`src/rtl/qos_ingress_buffer_pkg.sv`:
```
// Shared packet field widths, header layout and node-ID helpers for the QoS ingress buffer.
package qos_ingress_buffer_pkg;

  localparam int TYPE_W  = 2;
  localparam int ID_W    = 6;
  localparam int COORD_W = 3;

  typedef struct packed {
    logic [TYPE_W-1:0] ptype;
    logic              qos;
    logic [ID_W-1:0]   src;
    logic [ID_W-1:0]   tgt;
  } pkt_hdr_t;

  localparam int HDR_W = $bits(pkt_hdr_t);

  typedef enum logic {
    SEL_FREE   = 1'b0,
    SEL_LOCKED = 1'b1
  } sel_state_t;

  // Node IDs pack mesh coordinates as {y, x}.
  function automatic logic [ID_W-1:0] node_id(input logic [COORD_W-1:0] x,
                                               input logic [COORD_W-1:0] y);
    return {y, x};
  endfunction

  function automatic logic is_fault_tgt(input logic            en,
                                        input logic [ID_W-1:0] tgt,
                                        input logic [ID_W-1:0] node);
    return en && (tgt == node);
  endfunction

endpackage

```
`src/rtl/qos_ingress_buffer_pkt_fifo.sv`:
```
// First-word fall-through FIFO with wrap-around pointers and an explicit occupancy count.
module pkt_fifo #(
  parameter int  DEPTH = 4,
  parameter int  WIDTH = 8,
  localparam int AW    = $clog2(DEPTH),
  localparam int CW    = AW + 1
) (
  input  logic             clk,
  input  logic             rst_n,
  input  logic             push,
  input  logic             pop,
  input  logic [WIDTH-1:0] wdata,
  output logic [WIDTH-1:0] rdata,
  output logic             full,
  output logic             empty,
  output logic [CW-1:0]    cnt
);

  logic [WIDTH-1:0] mem [DEPTH];
  logic [AW-1:0]    wr_ptr;
  logic [AW-1:0]    rd_ptr;
  logic             do_push;
  logic             do_pop;

  assign full  = (cnt == CW'(DEPTH));
  assign empty = (cnt == '0);

  // A full queue refuses the push even if it drains the same cycle.
  assign do_push = push && !full;
  assign do_pop  = pop && !empty;
  assign rdata   = mem[rd_ptr];

  always_ff @(posedge clk or negedge rst_n) begin
    if (!rst_n) begin
      wr_ptr <= '0;
      rd_ptr <= '0;
      cnt    <= '0;
    end else begin
      if (do_push) wr_ptr <= wr_ptr + 1'b1;
      if (do_pop)  rd_ptr <= rd_ptr + 1'b1;
      case ({do_push, do_pop})
        2'b10:   cnt <= cnt + 1'b1;
        2'b01:   cnt <= cnt - 1'b1;
        default: cnt <= cnt;
      endcase
    end
  end

  always_ff @(posedge clk) begin
    if (do_push) mem[wr_ptr] <= wdata;
  end

endmodule

```
`src/rtl/qos_ingress_buffer.sv`:
```
// Two-class ingress buffer: high/low QoS FIFOs, starvation-bounded arbitration, faulty-node drop.
// state  | meaning
// FREE   | queue selection recomputed every cycle
// LOCKED | presented packet held until the router takes it
module qos_ingress_buffer
  import qos_ingress_buffer_pkg::*;
#(
  parameter int  DEPTH        = 4,
  parameter int  DATA_W       = 8,
  parameter int  STARVE_LIMIT = 8,
  localparam int CNT_W        = $clog2(DEPTH) + 1
) (
  input  logic              clk,
  input  logic              rst_n,
  input  logic              pg_en,
  input  logic [ID_W-1:0]   pg_node,
  input  logic              in_vld,
  output logic              in_rdy,
  input  logic [TYPE_W-1:0] in_type,
  input  logic              in_qos,
  input  logic [ID_W-1:0]   in_src,
  input  logic [ID_W-1:0]   in_tgt,
  input  logic [DATA_W-1:0] in_data,
  output logic              out_vld,
  input  logic              out_rdy,
  output logic [TYPE_W-1:0] out_type,
  output logic              out_qos,
  output logic [ID_W-1:0]   out_src,
  output logic [ID_W-1:0]   out_tgt,
  output logic [DATA_W-1:0] out_data,
  output logic [CNT_W-1:0]  hi_cnt,
  output logic [CNT_W-1:0]  lo_cnt,
  output logic [7:0]        drop_cnt
);

  localparam int ENT_W = HDR_W + DATA_W;
  localparam int SW    = $clog2(STARVE_LIMIT + 1);

  logic [ENT_W-1:0] in_ent;
  logic [ENT_W-1:0] hi_ent;
  logic [ENT_W-1:0] lo_ent;
  logic [ENT_W-1:0] sel_ent;
  pkt_hdr_t         sel_hdr;

  logic       hi_full, hi_empty, lo_full, lo_empty;
  logic       drop_pkt, accept, hi_push, lo_push;
  logic       pop, hi_pop, lo_pop;
  logic       sel_lo_free, sel_lo, sel_lo_q;
  sel_state_t state;
  logic [SW-1:0] starve_cnt;

  assign in_ent   = {in_type, in_qos, in_src, in_tgt, in_data};
  assign drop_pkt = is_fault_tgt(pg_en, in_tgt, pg_node);
  assign in_rdy   = drop_pkt ? 1'b1 : (in_qos ? !hi_full : !lo_full);
  assign accept   = in_vld && in_rdy;
  assign hi_push  = accept && !drop_pkt && in_qos;
  assign lo_push  = accept && !drop_pkt && !in_qos;

  assign out_vld     = !hi_empty || !lo_empty;
  assign sel_lo_free = hi_empty || ((starve_cnt == SW'(STARVE_LIMIT)) && !lo_empty);
  assign sel_lo      = (state == SEL_LOCKED) ? sel_lo_q : sel_lo_free;
  assign pop         = out_vld && out_rdy;
  assign hi_pop      = pop && !sel_lo;
  assign lo_pop      = pop && sel_lo;

  // Fields read as zero whenever nothing is presented.
  assign sel_ent  = !out_vld ? '0 : (sel_lo ? lo_ent : hi_ent);
  assign sel_hdr  = pkt_hdr_t'(sel_ent[ENT_W-1 -: HDR_W]);
  assign out_type = sel_hdr.ptype;
  assign out_qos  = sel_hdr.qos;
  assign out_src  = sel_hdr.src;
  assign out_tgt  = sel_hdr.tgt;
  assign out_data = sel_ent[DATA_W-1:0];

  pkt_fifo #(.DEPTH(DEPTH), .WIDTH(ENT_W)) u_hi_fifo (
    .clk   (clk),
    .rst_n (rst_n),
    .push  (hi_push),
    .pop   (hi_pop),
    .wdata (in_ent),
    .rdata (hi_ent),
    .full  (hi_full),
    .empty (hi_empty),
    .cnt   (hi_cnt)
  );

  pkt_fifo #(.DEPTH(DEPTH), .WIDTH(ENT_W)) u_lo_fifo (
    .clk   (clk),
    .rst_n (rst_n),
    .push  (lo_push),
    .pop   (lo_pop),
    .wdata (in_ent),
    .rdata (lo_ent),
    .full  (lo_full),
    .empty (lo_empty),
    .cnt   (lo_cnt)
  );

  always_ff @(posedge clk or negedge rst_n) begin
    if (!rst_n) begin
      state    <= SEL_FREE;
      sel_lo_q <= 1'b0;
    end else begin
      case (state)
        SEL_FREE: begin
          if (out_vld && !out_rdy) begin
            state    <= SEL_LOCKED;
            sel_lo_q <= sel_lo_free;
          end
        end
        SEL_LOCKED: begin
          if (out_rdy) state <= SEL_FREE;
        end
      endcase
    end
  end

  // Counts high grants that bypassed a waiting low packet.
  always_ff @(posedge clk or negedge rst_n) begin
    if (!rst_n) begin
      starve_cnt <= '0;
    end else if (lo_pop || lo_empty) begin
      starve_cnt <= '0;
    end else if (hi_pop && (starve_cnt != SW'(STARVE_LIMIT))) begin
      starve_cnt <= starve_cnt + 1'b1;
    end
  end

  always_ff @(posedge clk or negedge rst_n) begin
    if (!rst_n) begin
      drop_cnt <= '0;
    end else if (accept && drop_pkt && (drop_cnt != 8'hFF)) begin
      drop_cnt <= drop_cnt + 1'b1;
    end
  end

endmodule

```
`config.mk`:
```
export PLATFORM = sky130hd
export DESIGN_NAME = qos_ingress_buffer
export DESIGN_NICKNAME = d
export VERILOG_FILES = /design/src/rtl/qos_ingress_buffer_pkg.sv /design/src/rtl/qos_ingress_buffer_pkt_fifo.sv /design/src/rtl/qos_ingress_buffer.sv
export SDC_FILE = /design/constraint.sdc
export NUM_CORES = 1
export LEC_CHECK = 0
export CAP_MARGIN = 20
export CORE_ASPECT_RATIO = 1.25
export CORE_MARGIN = 1.5
export CORE_UTILIZATION = 35
export DETAILED_ROUTE_END_ITERATION = 7
export GPL_ROUTABILITY_DRIVEN = 0
export HOLD_SLACK_MARGIN = 0.06
export PLACE_DENSITY = 0.55
export SYNTH_ARGS = -nofsm -noshare
export SYNTH_HDL_FRONTEND = slang
export SYNTH_SLANG_ARGS = --single-unit
export TNS_END_PERCENT = 20
```
`constraint.sdc`:
```
create_clock -name clk -period 3.3 [get_ports clk]
set_input_delay 0.66 -clock clk [delete_from_list [all_inputs] [get_ports clk]]
set_output_delay 0.66 -clock clk [all_outputs]
set_load 0.03 [all_outputs]
```
==> results of run 1 <==
[critical path: stages, from the launching register on]
cell	delay (ps)
dfrtp_1	380
inv_1	80
ha_1	220
and3b_1	240
a211oi_4	300
buf_12	220
o21ai_0	110
a21oi_1	290
buf_12	160
[cells in the final DEF (no fill, tap or decap), types with 5 or more instances in the layout]
cell type	n
ha_1	13
o21ai_0	25
dfrtp_1	28
nor2_2	5
mux4_2	46
buf_12	15
inv_1	20
nand3_1	30
a21oi_2	13
edfxtp_1	184
clkdlybuf4s50_1	48
xnor2_1	12
nand2_1	5
bufinv_16	6
xor2_1	14
clkbuf_16	23
nor2_1	11
buf_4	37
a21oi_1	13
[final cells by class]
class                           instances  area (um^2)  share of cell area [%]
Inverter                               20        75.07                  0.6842
Clock inverter                         11        207.7                   1.893
Tap cell                              330        412.9                   3.763
Multi-Input combinational cell        235         2385                   21.74
Timing Repair Buffer                  102         1075                   9.796
Clock buffer                           27        590.6                   5.383
Sequential cell                       212         6226                   56.75
[metal layers]
metal  vias up  track usage [%]  share of wire (%)  wire length (um)
met3        28            2.504                4.5               892
met1      2557            20.12                 41              8211
met2       124            28.46                 52             10470
li1       2134                -                  -                 -
met5         -                0                  0                 0
met4         0            4.040                1.9               371
[cells by family after synthesis]
group / synth area share [%]
AOI/OAI and AO/OA: 4.462
xor gates and xnor gates: 2.603
adders and majority gates: 2.317
buffers and inverters: 2.274
DFF: 71.17
muxes: 12.46
and+or+nand+nor: 4.720
[sequential cells by signal (all words and copies together) (netlist names)]
register and cells:
drop_cnt 8, sel_lo_q 1, starve_cnt 4, state 1
u_hi_fifo.cnt 3, u_hi_fifo.mem 92, u_hi_fifo.rd_ptr 2, u_hi_fifo.wr_ptr 2
u_lo_fifo.cnt 3, u_lo_fifo.mem 92, u_lo_fifo.rd_ptr 2, u_lo_fifo.wr_ptr 2
[worst min path at each step]
stage	to	cells past startpoint
2_1_floorplan	drop_cnt[0]$_DFFE_PN0P_	0
3_3_place_gp	drop_cnt[7]$_DFFE_PN0P_	1
3_5_place_dp	drop_cnt[7]$_DFFE_PN0P_	1
4_1_cts	drop_cnt[7]$_DFFE_PN0P_	1
5_1_grt	drop_cnt[7]$_DFFE_PN0P_	1
6_report	drop_cnt[7]$_DFFE_PN0P_	1
[power groups by stage]
stage | Combinational (mW) | Sequential [mW] | Clock [mW]
2_1_floorplan | 2.11 | 3.56 | 0
3_3_place_gp | 3.61 | 3.50 | 0
3_5_place_dp | 3.67 | 3.52 | 0
4_1_cts | 3.71 | 3.47 | 2.77
5_1_grt | 3.94 | 3.51 | 2.88
6_report | 3.67 | 3.47 | 2.72
[stage by stage]
step	total power, mW	std cells
floorplan	5.669	490
global placement	7.106	899
detailed placement	7.188	899
CTS	9.948	937
global route	10.33	937
finish	9.860	937
[repair_timing]
action	in CTS	in global routing
pin swaps	0	5
hold buffers	0	0
endpoints found under the hold margin	0	0
gates resized for setup	8	12
setup endpoints to repair	16	20
==> flow_summary_export.csv, run 1 <==
group,metric,value,unit
status,status,"completed",
route,via_per_inst,5.169,
cells_and_area,nNetsFinal,642,
cts,cts_buffers,22,
sta,period_share,96.09,%
setup_path,r2r_setup_slack,650,ps
power_and_ir_drop,combinationalPowerShare,37.2,%
global_routing,overflow,0,
global_routing,track_usage,15.98,%
floorplanning,ios,73,
route,drtPass1Iterations,4,
cts,cts_tree,"built",
logic_synthesis,yosys.area.top_type,"edfxtp_1",
placed_design,placement.io_buffers,72,
setup_path,start_kind,"register",
sta,fin_crit,3171,ps
sta,setup_slack,129.1,ps
logic_synthesis,synth_area,8748,um^2
sta,finalMaxSlewViolations,0,
floorplanning,die_w,144.4,um
power_and_ir_drop,power_frac_clock,27.6,%
setup_path,endpoint,"out_src[2]",
power_and_ir_drop,p_sw_share,31.96,%
logic_synthesis,syn_area_per_cell,17.85,um^2
min_path,hold_start,"drop_cnt[7]$_DFFE_PN0P_",
logic_synthesis,synth_edf_count,184,
cts,clk_path_buf_depth,3,
cells_and_area,fin_area,10970,um^2
sta,max_slew.worst_pin.slew,633.6,ps
cts,insertion_delay,500,ps
cts,htree_num_levels,1,
cts,root_buffer,"clkbuf_16",
flow_run,maxCapViolations,0,
setup_path,cp_data_arrival_time,2510,ps
logic_synthesis,synth_nets,539,
sta,timing.hold.ws,506.9,ps
logic_synthesis,synthCells,490,
route,drc_errors,0,
logic_synthesis,ys_types,47,
logic_synthesis,ys_ff_latch,212,
setup_path,required,2640,ps
sta,max_freq,0.3154,GHz
logic_synthesis,netlist.area_leader.share,63.16,%
setup_path,cp_max_fo,22,
sta,skew,8.400,ps
floorplanning,dieArea,25960,um^2
setup_path,r2r.worst_path.cells,11,
sta,rsz0062_at_grt,"no",
placed_design,placed_cell_area,10110,um^2
cts,cts.sinks,212,
power_and_ir_drop,power.internal,6.709,mW
cells_and_area,fin_util,44.78,%
route,vias,4843,
logic_synthesis,ys_seq_area_share,71.17,%
logic_synthesis,synth_area_leaders,"edfxtp_1, mux4_2, dfrtp_1, ha_1, nand3_1",
setup_path,crit_path_start,"starve_cnt[0]$_DFFE_PN0P_",
logic_synthesis,yosysWarnings,0,
power_and_ir_drop,power.density,898.7,nW/um^2
floorplanning,die_y,179.8,um
floorplanning,row_count,64,
floorplanning,core_area,24500,um^2
cells_and_area,n_fill_cell,2153,
sta,finalSetupViolCount,0,
min_path,min_path_type,"register to register",
cells_and_area,final_layout_size_suffix_gt1_share,26.03,%
global_routing,grt_pass1_vias,5250,
logic_synthesis,synth-main-ff-cell,"edfxtp_1",
route,routed_wl,19940,um
setup_path,critical_path_class,"register to output pin",
sta,hold_violations,0,
logic_synthesis,synth_most_common_cell,"edfxtp_1",
placed_design,dp_hpwl,11520,um
sta,finalSetupTns,0,ps
route,wl_per_cell,21.28,um
global_routing,grt_pass1_wl,30950,um
route,antenna_left,0,
setup_path,regToRegStartpoint,"starve_cnt[0]$_DFFE_PN0P_",
cts,clkTransAtPathRegs,60,ps
power_and_ir_drop,ir_worst_vdd,0.5108,mV
power_and_ir_drop,p_sw,3.151,mW
power_and_ir_drop,pwr-share-seq,35.2,%
floorplanning,initial_core_util,35.70,%
cells_and_area,synthToLayoutAreaGrowth,25.42,%
cells_and_area,antennaDiodeCount,0,
setup_path,endpoint_kind,"output pin",
global_routing,grt_max_degree,29,
sta,slew_headroom,57.22,%
global_routing,antenna_found_initial,0,
route,drtIter0Drc,307,
placed_design,dp_slack,24.69,ps
setup_path,r2r-end,"u_lo_fifo.cnt[2]$_DFFE_PN0P_",
logic_synthesis,synth_common_cells,"edfxtp_1, mux4_2, nand3_1",
power_and_ir_drop,power.leakage,3.786,nW
logic_synthesis,async_flop_share,13.21,%
cts,post_cts_buffers,0,
Note: power is estimated with default switching activity, not from simulation.
==> inputs of run 2 (changes only) <==
- CTS_CLUSTER_SIZE: unset -> 25
- DONT_BUFFER_PORTS: unset -> 1
- PLACE_DENSITY: 0.55 -> 0.51
==> run 2 against run 1 <==
Net effect:
- via count shrank 6.0%
- sequential power is essentially flat
- die area is the same
- non-clock buffer count shrank 50
- hold slack lost 300 ps
- global-route usage shrank 0.31 points
- first-iteration DRC count shrank 25%
- count of clock-buffer cells in the layout shrank 1
- sequential share of layout area grew 4.4 points
- flip-flop and latch count is the same
- clock power shrank 15%
- largest power group is now registers
- highest routed layer unchanged
==> flow_summary_export.csv, run 2 (synthesized netlist as in run 1, its figures left out) <==
group,metric,value,unit
status,status,"completed",
cells_and_area,largestRegisters,"u_hi_fifo.mem x92, u_lo_fifo.mem x92, drop_cnt x8",
setup_path,critPathBufInv,3,
setup_path,crit_slowest_cell,"dfrtp_1",
cts,clkTransAtPathRegs,60,ps
cells_and_area,synthToLayoutAreaGrowth,16.30,%
setup_path,cp_data_arrival_time,2500,ps
sta,max_freq,0.3163,GHz
sta,finalSetupViolCount,0,
sta,setup_slack,138.7,ps
route,drtIter0Drc,230,
route,drtPass1Iterations,4,
global_routing,track_usage,15.67,%
cells_and_area,nNetsFinal,593,
cts,cts_buffers,23,
setup_path,start_kind,"register",
floorplanning,die_w,144.4,um
sta,skew,8.580,ps
cts,clk_path_buf_depth,3,
setup_path,endpoint_kind,"output pin",
cts,htree_num_levels,1,
min_path,min_path_type,"input pin to register",
sta,slew_headroom,43.91,%
power_and_ir_drop,power.density,881.3,nW/um^2
sta,fin_crit,3161,ps
floorplanning,ios,73,
cts,cts.sinks,212,
setup_path,cp_max_fo,23,
global_routing,grt_pass1_wl,29850,um
setup_path,critical-path-top-delay-family,"compound AO/OA/AOI/OAI gates",
placed_design,placed_cell_area,9463,um^2
floorplanning,dieArea,25960,um^2
flow_run,maxCapViolations,0,
setup_path,required,2640,ps
sta,finalSetupTns,0,ps
global_routing,overflow,0,
sta,max_slew.worst_pin.slew,830.8,ps
power_and_ir_drop,ir_worst_vdd,0.4084,mV
placed_design,dp_slack,405.2,ps
placed_design,placement.io_buffers,0,
power_and_ir_drop,power.leakage,3.485,nW
sta,period_share,95.80,%
cts,root_buffer,"clkbuf_16",
sta,timing.hold.ws,206.9,ps
setup_path,cp_cell_sequence,"inv_1, ha_1, and3b_1, a211oi_4, buf_12, o21ai_0, a21oi_1, buf_4",
route,drc_errors,0,
sta,hold_violations,0,
cells_and_area,final_cell_mix,"edfxtp_1, mux4_2, buf_4, nand3_1, dfrtp_1",
route,routed_wl,19870,um
setup_path,critical_path_class,"register to output pin",
cells_and_area,n_fill_cell,2233,
route,via_per_inst,5.141,
floorplanning,die_y,179.8,um
cts,cts_tree,"built",
cells_and_area,fin_area,10170,um^2
route,vias,4550,
placed_design,dp_hpwl,12090,um
cells_and_area,final_common_cell,"edfxtp_1",
floorplanning,initial_core_util,35.70,%
route,wl_per_cell,22.46,um
route,antenna_left,0,
global_routing,grt_max_degree,29,
cts,insertion_delay,510,ps
floorplanning,core_area,24500,um^2
global_routing,grt_pass1_vias,4930,
global_routing,antenna_found_initial,0,
cells_and_area,final_layout_size_suffix_gt1_share,25.41,%
sta,finalMaxSlewViolations,0,
sta,rsz0062_at_grt,"yes",
cells_and_area,fin_util,41.52,%
setup_path,slowest_delay,370,ps
cells_and_area,antennaDiodeCount,0,
floorplanning,row_count,64,
## run 2: cell count changes in the layout (fill, tap and decap cells not counted), sizes merged
| cell | delta |
|---|---|
| dlygate4sd3 | +1 |
| clkinv | +3 |
| buf | -2 |
| bufinv | -5 |
| clkbuf | -2 |
| clkdlybuf4s50 | -48 |
| inv | +1 |
## run 2: area by class of cell
type,count,area [um^2],area share (%)
Multi-Input combinational cell,235,2344,23.03
Inverter,20,75.07,0.7378
Tap cell,330,412.9,4.058
Clock inverter,10,75.07,0.7378
Sequential cell,212,6226,61.19
Clock buffer,26,586.8,5.767
Timing Repair Buffer,52,455.4,4.476
## run 2: path summary, 6_finish.rpt
| path | start | endpoint | slack (ps) | depth (start not counted) |
|---|---|---|---|---|
| max in group asynchronous | rst_n | u_lo_fifo.wr_ptr[0]$_DFFE_PN0P_ | 2550 | 2 |
| worst min register to register | u_lo_fifo.wr_ptr[0]$_DFFE_PN0P_ | u_lo_fifo.wr_ptr[0]$_DFFE_PN0P_ | 550 | 1 |
| min in group asynchronous | rst_n | starve_cnt[1]$_DFFE_PN0P_ | 580 | 2 |
| worst min-delay path | out_rdy | state$_DFF_PN0_ | 210 | 1 |
| worst max-delay path | starve_cnt[0]$_DFFE_PN0P_ | out_tgt[0] | 140 | 8 |
| worst max register to register | starve_cnt[0]$_DFFE_PN0P_ | u_lo_fifo.cnt[1]$_DFFE_PN0P_ | 540 | 9 |
## run 2: stage by stage
| stage | cells | power (mW) |
|---|---|---|
| final | 885 | 8.967 |
| after CTS | 885 | 9.099 |
| after global routing | 885 | 9.418 |
| after global placement | 847 | 6.703 |
| after detailed placement | 847 | 6.745 |
| after floorplan | 490 | 5.669 |
## run 2: power breakdown
part / internal (mW) / leakage, nW / switching, mW
registers: 3.29 / 2.02 / 0.180
logic: 1.33 / 1.14 / 1.86
clock network: 1.34 / 0.321 / 0.971
total: 5.96 / 3.49 / 3.01
## run 2: what timing repair did
action,4_1_cts,5_1_grt
gates resized for setup,2,3
setup buffers,0,0
setup endpoints to repair,5,8
hold endpoints to repair,28,0
hold buffers,2,0
pin swaps,0,2
## run 2: per-layer routing
layer / vias to the layer above / wire length [um] / GRT usage [%]
li1: 2033 / - / -
met1: 2379 / 8371 / 20.06
met2: 116 / 10190 / 26.68
met3: 22 / 1027 / 3.410
met4: 0 / 288 / 4.364
met5: - / 0 / 0
==> variant 1 (flow settings as in run 2) <==
Register the output `lo_cnt`, cleared by the reset; this adds one clock of latency there. The other outputs are not delayed to match.
--- a/src/rtl/qos_ingress_buffer.sv
+++ b/src/rtl/qos_ingress_buffer.sv
@@ -35,6 +35,8 @@
 
   localparam int ENT_W = HDR_W + DATA_W;
   localparam int SW    = $clog2(STARVE_LIMIT + 1);
+
+  logic [CNT_W-1:0] lo_cnt_d;
 
   logic [ENT_W-1:0] in_ent;
   logic [ENT_W-1:0] hi_ent;
@@ -93,7 +95,7 @@
     .rdata (lo_ent),
     .full  (lo_full),
     .empty (lo_empty),
-    .cnt   (lo_cnt)
+    .cnt   (lo_cnt_d)
   );
 
   always_ff @(posedge clk or negedge rst_n) begin
@@ -134,5 +136,13 @@
     end
   end
 
+  always_ff @(posedge clk or negedge rst_n) begin
+    if (!rst_n) begin
+      lo_cnt <= '0;
+    end else begin
+      lo_cnt <= lo_cnt_d;
+    end
+  end
+
 endmodule
 
Check against the original RTL: not equivalent (a bounded check fails within 4 cycles, from zero or initial values and one cycle with rst_n low).
==> variant 1 against run 2 <==
- sequential cell count increased by 3
- power increased by 1.4%
- critical path depth unchanged
- worst hold slack improved by 0.0094 ns
- maximum frequency decreased by 1.1%
- setup slack got worse by 0.035 ns
- final cell count increased by 0.23%
- wire length increased by 1.6%
- synthesized area increased by 0.92%
- cell area increased by 0.50%
- via count increased by 1.2%
- die area increased by 0.90%
==> variant 1: results (changes against run 2) <==
outcome complete, no violations (unchanged); DP Worst Slack 0.395 ns (was 0.405 ns); comb_multi_in 236 (was 235); Compound-Gate Fraction of Synth Area 0.0445 (was 0.0446); final-layout fill cell count 2258 (was 2233); Vias/cell 5.19 (was 5.14); Final clock-cell share 0.0696 (was 0.0651); detailed router's first-iteration violation count 365 (was 230); largest net degree at the start of global routing 32 (was 29); WL met1 8.17 mm (was 8.37 mm); met2 Use GR 0.282 (was 0.267); asr flop ratio synth 0.144 (was 0.132); seq_cells 215 (was 212); footprint of the multi-input gates 2340 µm² (about the same); minimum clock period 3.20 ns (was 3.16 ns); multi-input gate share of total cell area 0.229 (was 0.230); DP Area 9470 µm² (was 9460 µm²); TritonCTS buffer count 22 (was 23); nets 591 (was 593); P_sw 3.02 mW (was 3.01 mW); Pleak 3.52 nW (was 3.49 nW); Global Route Usage Sum 0.156 (was 0.157); mux cell area share after synthesis 0.123 (was 0.125); DPL Wire Length 11.9 mm (was 12.1 mm); Seq area share 0.616 (was 0.612); layout cell share with drive strength beyond 1 0.246 (was 0.254); Pre-Repair DR Iteration Count 4 (unchanged); syn nets 543 (was 539); Worst Clk Skew 0.00798 ns (was 0.00858 ns); Synth area leaders edfxtp_1 63%, mux4_2 12%, dfrtp_1 8.8%, ha_1 1.8%, nand3_1 1.7% (was edfxtp_1 63%, mux4_2 12%, dfrtp_1 8.0%, ha_1 1.9%, nand3_1 1.7%); DR WL met2 10.5 mm (was 10.2 mm); VDD IR max 485 µV (was 408 µV); number of global-route vias before repair 5001 (was 4930); Avg WL per Cell 22.8 µm (was 22.5 µm); sequential area share after synthesis 0.714 (was 0.712); # placed instances 846 (was 847); relative max-transition margin 0.337 (was 0.439); Worst Path Arrival 2.54 ns (was 2.50 ns); # clk buffers 32 (was 26); part of the power in registers 0.403 (was 0.387); Logic pwr share 0.327 (was 0.355); most frequent cells after synthesis 184 x edfxtp_1, 46 x mux4_2, 31 x dfrtp_1 (was 184 x edfxtp_1, 46 x mux4_2, 30 x nand3_1); drt total wl 20.2 mm (was 19.9 mm); adder-cell share of the synthesized area 0.0230 (was 0.0232); WL met3 1.12 mm (was 1.03 mm); Yosys cell types 48 (was 47); first-pass GRT wire length 30.6 mm (was 29.8 mm); met1 Use GR 0.191 (was 0.201)
==> variant 1: cell families after synthesis <==
kind of cell,count (synthesis)
DFF,215
xor gates and xnor gates,26
adders and majority gates,15
buffers and inverters,43
AOI/OAI and AO/OA,66
and+or+nand+nor,78
muxes,51
==> variant 1: repair_timing <==
| action | 4_1_cts | 5_1_grt |
|---|---|---|
| hold buffers | 2 | 0 |
| pin swaps | 0 | 3 |
| gates resized for setup | 1 | 3 |
| endpoints found under the setup margin | 8 | 9 |
| hold endpoints to repair | 31 | 0 |
| setup buffers | 0 | 0 |
==> variant 1: final timing paths <==
path,start,to,depth (start not counted)
setup / recovery,starve_cnt[0],out_data[1],8
hold reg to reg,u_lo_fifo.cnt[2],lo_cnt[2],0
max in group asynchronous,rst_n,starve_cnt[0],2
setup reg to reg,starve_cnt[0],u_lo_fifo.cnt[2],11
min in group asynchronous,rst_n,drop_cnt[6],2
hold / removal,out_rdy,state,1
==> variant 2 (settings of run 2) <==
Made on the original files. `STARVE_LIMIT`: 8 -> 4.
--- a/src/rtl/qos_ingress_buffer.sv
+++ b/src/rtl/qos_ingress_buffer.sv
@@ -7,7 +7,7 @@
 #(
   parameter int  DEPTH        = 4,
   parameter int  DATA_W       = 8,
-  parameter int  STARVE_LIMIT = 8,
+  parameter int  STARVE_LIMIT = 4,
   localparam int CNT_W        = $clog2(DEPTH) + 1
 ) (
   input  logic              clk,
Function: no difference found for any inputs over 4 cycles, from zero or initial values and one cycle with rst_n low; that may be too few to reach the edited logic, so the function may still have changed.
==> variant 2 against run 2 <==
- sequential share of layout area up 0.22 points
- power up 0.78%
- cell area fell by 0.73%
- synthesized area decreased by 1.0%
- first-iteration DRC count increased by 40%
- sequential cell count decreased by 1
- wire length is 5.0% lower
- synthesized cell count decreased by 1.8%
- setup slack improved by 0.067 ns
- sequential power rose by 2%
==> variant 2: results (changes against run 2) <==
Synth area leaders edfxtp_1 64%, mux4_2 12%, dfrtp_1 7.8%, nand2_1 2.2%, ha_1 1.9% (was edfxtp_1 63%, mux4_2 12%, dfrtp_1 8.0%, ha_1 1.9%, nand3_1 1.7%); sequential area share after synthesis 0.716 (was 0.712); first-pass GRT wire length 28.5 mm (was 29.8 mm); number of global-route vias before repair 4820 (was 4930); most frequent cells after synthesis 184 x edfxtp_1, 51 x nand2_1, 46 x mux4_2 (was 184 x edfxtp_1, 46 x mux4_2, 30 x nand3_1); asr flop ratio synth 0.128 (was 0.132); drt total wl 18.9 mm (was 19.9 mm); # placed instances 839 (was 847); DPL Wire Length 11.6 mm (was 12.1 mm); adder-cell share of the synthesized area 0.0234 (was 0.0232); Vias/cell 4.99 (was 5.14); Mapped Avg Cell Area 18.0 µm² (was 17.9 µm²); final-layout fill cell count 2172 (was 2233); pin slew with the least headroom to its limit 0.991 ns (was 0.831 ns); Compound-Gate Fraction of Synth Area 0.0309 (was 0.0446); largest net degree at the start of global routing 28 (was 29); Hold Slack 0.234 ns (was 0.207 ns); layout cell share with drive strength beyond 1 0.272 (was 0.254); worst reg2reg path depth 10 (was 9); reg-to-reg slack, setup 0.64 ns (was 0.54 ns); DP Area 9350 µm² (was 9460 µm²); clk_lat worst skew 0.49 ns (was 0.51 ns); maximum operating frequency 323 MHz (was 316 MHz); Worst Clk Skew 0.00878 ns (was 0.00858 ns); DP Worst Slack 0.514 ns (was 0.405 ns); Yosys warnings 0 (unchanged); Worst setup endpoint out_qos (was out_tgt[0]); crit path launch u_hi_fifo.cnt[0] (was starve_cnt[0]); Global Route Usage Sum 0.151 (was 0.157); nets 585 (was 593); syn nets 530 (was 539); Worst path max stage delay 0.56 ns (was 0.37 ns); Yosys cell types 45 (was 47); Post-Synth XOR/XNOR Area 0.0272 (was 0.0260); critical-path maximum fanout 18 (was 23); outcome complete, no violations (unchanged); Worst Path Arrival 2.43 ns (was 2.50 ns); Largest delay share family, worst path simple AND/OR/NAND/NOR gates (was compound AO/OA/AOI/OAI gates); mux cell area share after synthesis 0.127 (was 0.125); Pleak 3.50 nW (was 3.49 nW); number of instances resized during post-cts repair 0 (was 2)
-- variant 2: changes by cell type in the layout (fill, tap and decap cells not counted), moves of 3 or more --
cell / delta
nand2_1: +46
nand3_1: -24
o21ai_0: -22
a21oi_1: +3
clkinv_2: +3
dfrtp_1: -3
o21ai_1: -3
-- variant 2: cell type report --
type	count	area [µm²]	share of cell area
Timing Repair Buffer	49	408	0.0404
Tap cell	330	413	0.0409
Clock buffer	28	594	0.0588
Sequential cell	211	6200	0.614
Inverter	20	75.1	0.00743
Multi-Input combinational cell	231	2290	0.227
Clock inverter	13	116	0.0115
-- variant 2: per-layer routing --
layer | wire, µm | track usage | part of all wire
met1 | 7730 | 0.191 | 0.41
met2 | 9510 | 0.260 | 0.50
met3 | 1270 | 0.0374 | 0.067
met4 | 378 | 0.0408 | 0.020
met5 | 0 | 0 | 0
-- variant 2: report_power, final --
part,total (mW),internal [mW],switching [mW]
clock,2.42,1.44,0.983
sequential,3.55,3.29,0.260
combinational,3.07,1.30,1.77
